`src/rtl/ucaspian_tx_encoder.sv`:
```
// Frames uCaspian core events (ACK, FIRE, METRIC, TIME) into a byte stream for the host transport.
// Define UCASPIAN_TX_CHECKSUM_EN to append an XOR checksum byte to every packet.
module ucaspian_tx_encoder #(
  parameter int unsigned TIME_BYTES  = 4,
  parameter logic [7:0]  FIRE_OPCODE = 8'h60
) (
  input  logic        clk,
  input  logic        reset,
  input  logic        enable,
  input  logic        clear_done,
  output logic        ack_sent,
  input  logic        output_fire_waiting,
  input  logic [7:0]  output_fire_addr,
  output logic        output_fire_sent,
  input  logic        metric_send,
  input  logic [7:0]  metric_value,
  output logic        metric_ack,
  input  logic        time_update,
  input  logic [31:0] time_current,
  output logic        time_sent,
  output logic [7:0]  tx_data,
  output logic        tx_vld,
  input  logic        tx_rdy,
  output logic        busy
);

`ifdef UCASPIAN_TX_CHECKSUM_EN
  localparam int unsigned TRAILER = 1;
`else
  localparam int unsigned TRAILER = 0;
`endif
  localparam int unsigned PKT_MAX = TIME_BYTES + 1 + TRAILER;

  typedef enum logic [2:0] {IDLE, LOAD, SEND, DONE, GAP} state_t;
  typedef enum logic [1:0] {SRC_ACK, SRC_FIRE, SRC_METRIC, SRC_TIME} src_t;

  state_t     state, state_next;
  src_t       grant, grant_next;
  logic [7:0] snap [PKT_MAX];
  logic [7:0] load_bytes [PKT_MAX];
  logic [2:0] len, load_len, byte_idx, next_idx;
  logic [7:0] next_byte;
  logic       last;

  assign next_idx = byte_idx + 3'd1;
  assign last     = (byte_idx == len - 3'd1);

  always_ff @(posedge clk or posedge reset) begin
    if (reset) begin
      state <= IDLE;
      grant <= SRC_ACK;
    end else begin
      state <= state_next;
      grant <= grant_next;
    end
  end

  always_comb begin
    state_next = state;
    grant_next = grant;
    case (state)
      IDLE: begin
        if (enable && (clear_done || output_fire_waiting || metric_send || time_update)) begin
          state_next = LOAD;
          if (clear_done)               grant_next = SRC_ACK;
          else if (output_fire_waiting) grant_next = SRC_FIRE;
          else if (metric_send)         grant_next = SRC_METRIC;
          else                          grant_next = SRC_TIME;
        end
      end
      LOAD:    state_next = SEND;
      SEND:    if (tx_rdy && last) state_next = DONE;
      DONE:    state_next = GAP;
      GAP:     state_next = IDLE;
      default: state_next = IDLE;
    endcase
  end

  // Packet image built from the live source; it is frozen into snap during LOAD.
  always_comb begin
    load_bytes = '{default: '0};
    load_len   = '0;
    case (grant)
      SRC_ACK: begin
        load_bytes[0] = 8'h01;
        load_len      = 3'(1 + TRAILER);
      end
      SRC_FIRE: begin
        load_bytes[0] = FIRE_OPCODE;
        load_bytes[1] = output_fire_addr;
        load_len      = 3'(2 + TRAILER);
      end
      SRC_METRIC: begin
        load_bytes[0] = 8'h70;
        load_bytes[1] = metric_value;
        load_len      = 3'(2 + TRAILER);
      end
      default: begin
        load_bytes[0] = 8'h50;
        for (int unsigned i = 1; i <= TIME_BYTES; i++)
          load_bytes[i] = time_current[8*(TIME_BYTES-i) +: 8];
        load_len = 3'(TIME_BYTES + 1 + TRAILER);
      end
    endcase
  end

`ifdef UCASPIAN_TX_CHECKSUM_EN
  logic [7:0] csum;

  // Running XOR of accepted bytes; the final slot carries it instead of a snapshot byte.
  assign next_byte = (next_idx == len - 3'd1) ? (csum ^ tx_data) : snap[next_idx];

  always_ff @(posedge clk or posedge reset) begin
    if (reset)                        csum <= '0;
    else if (state == LOAD)           csum <= '0;
    else if (state == SEND && tx_rdy) csum <= csum ^ tx_data;
  end
`else
  assign next_byte = snap[next_idx];
`endif

  always_ff @(posedge clk or posedge reset) begin
    if (reset) begin
      tx_vld   <= 1'b0;
      tx_data  <= '0;
      byte_idx <= '0;
      len      <= '0;
      snap     <= '{default: '0};
    end else begin
      case (state)
        LOAD: begin
          snap     <= load_bytes;
          len      <= load_len;
          byte_idx <= '0;
          tx_data  <= load_bytes[0];
          tx_vld   <= 1'b1;
        end
        SEND: begin
          if (tx_rdy) begin
            if (last) begin
              tx_vld <= 1'b0;
            end else begin
              byte_idx <= next_idx;
              tx_data  <= next_byte;
            end
          end
        end
        default: tx_vld <= 1'b0;
      endcase
    end
  end

  assign ack_sent         = (state == DONE) && (grant == SRC_ACK);
  assign output_fire_sent = (state == DONE) && (grant == SRC_FIRE);
  assign metric_ack       = (state == DONE) && (grant == SRC_METRIC);
  assign time_sent        = (state == DONE) && (grant == SRC_TIME);
  assign busy             = (state != IDLE);

endmodule

```
`config.mk`:
```
export PLATFORM = sky130hd
export DESIGN_NAME = ucaspian_tx_encoder
export DESIGN_NICKNAME = d
export VERILOG_FILES = /design/src/rtl/ucaspian_tx_encoder.sv
export SDC_FILE = /design/constraint.sdc
export NUM_CORES = 1
export LEC_CHECK = 0
export BUFFER_PORTS_ARGS = -buffer_cell sky130_fd_sc_hd__buf_4
export CORE_MARGIN = 10
export CORE_UTILIZATION = 55
export DETAILED_ROUTE_END_ITERATION = 10
export PLACE_DENSITY = 0.79
export SLEW_MARGIN = 20
export SYNTH_ARGS = -nofsm -noshare
export SYNTH_HDL_FRONTEND = slang
export SYNTH_SLANG_ARGS = --single-unit
```
`constraint.sdc`:
```
create_clock -name clk -period 4.85 [get_ports clk]
set_input_delay 1.455 -clock clk [delete_from_list [all_inputs] [get_ports clk]]
set_output_delay 1.455 -clock clk [all_outputs]
set_load 0.03 [all_outputs]
```
==> impl_metrics.toml <==
[cells_and_area]
fin_area_mm2 = 0.00346
syn_to_final_growth_pct = 21.9
final_common_cell = "nand2_1"
n_antenna_cell = 0
nets = 430
drive_gt1_share_pct = 24.8
layout_common_cells = "nand2_1 (74), buf_4 (71), dfrtp_1 (55), nand3_1 (33), o21ai_0 (20)"

[sta]
fin_skew_ns = 0.00761
min_period_ns = 3.31
drv_slew = 0
timing.final.crit_share_pct = 68.2
rsz0062_at_grt = "no"
slew_headroom_pct = 33.0
worstMarginPinSlew_ns = 0.998
timing_hold_violations_final = 0
setup_viol_count_final = 0
max_freq_ghz = 0.302
fin_tns_setup_ns = 0

[power]
p_leak_nw = 1.73
switching_share_pct = 42.8
powerDensity_mw_per_mm2 = 605
clkPwrFrac_pct = 13.0
ir_drop_uv = 374
pwr-share-seq_pct = 39.1
combPwrFrac_pct = 47.9
p_switching_uw = 897
intPower_mw = 1.20

[synthesis]
async_flop_share_pct = 100
ys.flop_type = "dfrtp_1"
syn_avg_cell_area_um2 = 9.16
ys_warn_count = 0
synth_cells = 310
synthesis.area_mm2 = 0.00284
ys_seq_area_share_pct = 48.5
synth-edff-count = 0
synth_nets = 374
synth_cell_type_count = 38
synth_seq_cells = 55

[hold_path]
min_from = "snap[15]"
hold_class = "reg -> reg"
min_to = "snap[15]"
whs_path_depth = 2

[clocking]
cts-root-buf = "clkbuf_8"
insertion_delay_ns = 0.31
cts_tree = "done"
cts.repair.resized = 0
post-cts-setup-buffers = 0
clk_pin_slew_ns = 0.09
cts_buffers = 5
clock_sink_count = 55
cts_max_path_buffers = 2
cts_max_level = 2
hold_buffers = 0

[place]
place_area_mm2 = 0.00336
io_buffers = 69
gp_congestion = 0.795
place_hpwl_um = 5110

[critical_path]
critPathBufInv = 1
r2r_end = "tx_data[5]"
critical_path_class = "reg -> out"
slowest_stage = "ha_1"
crit_arrival_ns = 1.85
worstReg2RegStart = "byte_idx[0]"
cp_max_fo = 25
worstPathCellList = "ha_1, and2_1, buf_4"
cp_data_required_time_ns = 3.39
crit_path_start_kind = "flop"
slowest_delay_ns = 0.75
crit_path_end_kind = "output pin"
rrSetupSlack_ns = 2.18
ff2ff_path_depth = 5
crit_family = "adder cells"
crit_start = "grant[1]"

[route]
final_antenna_net_count = 0
routed_wl_um = 6730
wire_per_inst_um = 15.4
vias = 2344
drt_pass1_iterations = 4
drc_errors = 0
routed_via_density = 5.36
drt_iter0_drc = 124

[global_routing]
grt_max_degree = 60
grt_pass1_wl_um = 11500
antenna_found_initial = 0
overflow = 0
grt_pass1_vias = 2451
grt_util_all_layers_pct = 16.3

[floorplanning]
die_h_um = 91.8
die_w_um = 91.8
start_util_pct = 56.3
core_area_mm2 = 0.00504
dieArea_mm2 = 0.00844
ios = 70
rows = 26

[flow_run]
cap_violations = 0

[run_status]
status = "completed"
-- cells in the mapped netlist, types with 5 or more instances --
library cell  instances  share of area [%]
mux2i_1               7                2.5
nand3_1              33                5.8
nand2_1              74                9.8
and2_1                5                1.1
a21oi_1              12                2.1
a22oi_1              12                3.2
dfrtp_1              55                 48
nor2_1               17                2.2
buf_1                 5               0.66
o21ai_0              20                3.5
ha_1                  8                3.5
clkbuf_1             13                1.7
inv_1                10                1.3
-- per-layer routing --
metal / vias to the layer above / part of all wire, % / track usage, %
li1: 1173 / - / -
met1: 1106 / 41 / 19.7
met2: 58 / 53 / 28.6
met3: 7 / 5.4 / 3.91
met4: 0 / 1.2 / 3.60
met5: - / 0 / 0
-- flip-flops by register name, summed over array words and instances (netlist names) --
signal    count
tx_data       8
state         3
byte_idx      3
len           3
grant         2
tx_vld        1
snap         35
-- worst reg2reg max path: stages, from the launching register on --
cell and delay [ns]:
dfrtp_1 0.70, ha_1 0.40, xnor2_1 0.79, mux2_2 0.41
o221ai_1 0.17, a22o_2 0.16
-- cells by family after synthesis --
family / share of synthesized area, %
compound gates: 14.2
xor+xnor: 1.76
fa+ha+maj: 3.53
buf+inv: 4.85
flops: 48.5
mux: 5.24
simple gates: 21.9
-- through the flow --
| stage | std cells | utilization, % | setup slack (ns) | power, mW | hold WS, ns |
|---|---|---|---|---|---|
| 6_report | 437 | 68.6 | 1.54 | 2.10 | 0.469 |
| 5_1_grt | 437 | 68.6 | 1.38 | 2.28 | 0.503 |
| 4_1_cts | 437 | 68.6 | 1.49 | 2.12 | 0.477 |
| 3_5_place_dp | 429 | 66.6 | 1.83 | 1.85 | 0.455 |
| 3_3_place_gp | 429 | 66.6 | 1.87 | 1.81 | 0.447 |
| 2_1_floorplan | 310 | - | 2.05 | 1.56 | 0.433 |
-- how the worst max path moves through the flow --
stage | end | depth (start not counted) | slack [ns]
after floorplan | byte_idx[0] | 1 | 2.05
after global placement | time_sent | 3 | 1.87
after detailed placement | time_sent | 3 | 1.83
after CTS | time_sent | 3 | 1.49
after global routing | time_sent | 3 | 1.38
final | time_sent | 3 | 1.54
-- final cells by class --
type / count / area [µm²]
timing repair buffer: 71 / 533
multi-input combinational: 223 / 1330
tap: 70 / 87.6
clock buffer: 8 / 100
sequential: 55 / 1380
fill: 424 / 1580
inverter: 10 / 37.5
-- power groups by stage --
stage	clock, mW	combinational (mW)	sequential, mW
global route	0.293	1.13	0.850
detailed placement	0	1.02	0.831
finish	0.272	1.00	0.819
global placement	0	0.990	0.817
CTS	0.276	1.02	0.821
floorplan	0	0.721	0.838
(Power assumes the default switching activity.)
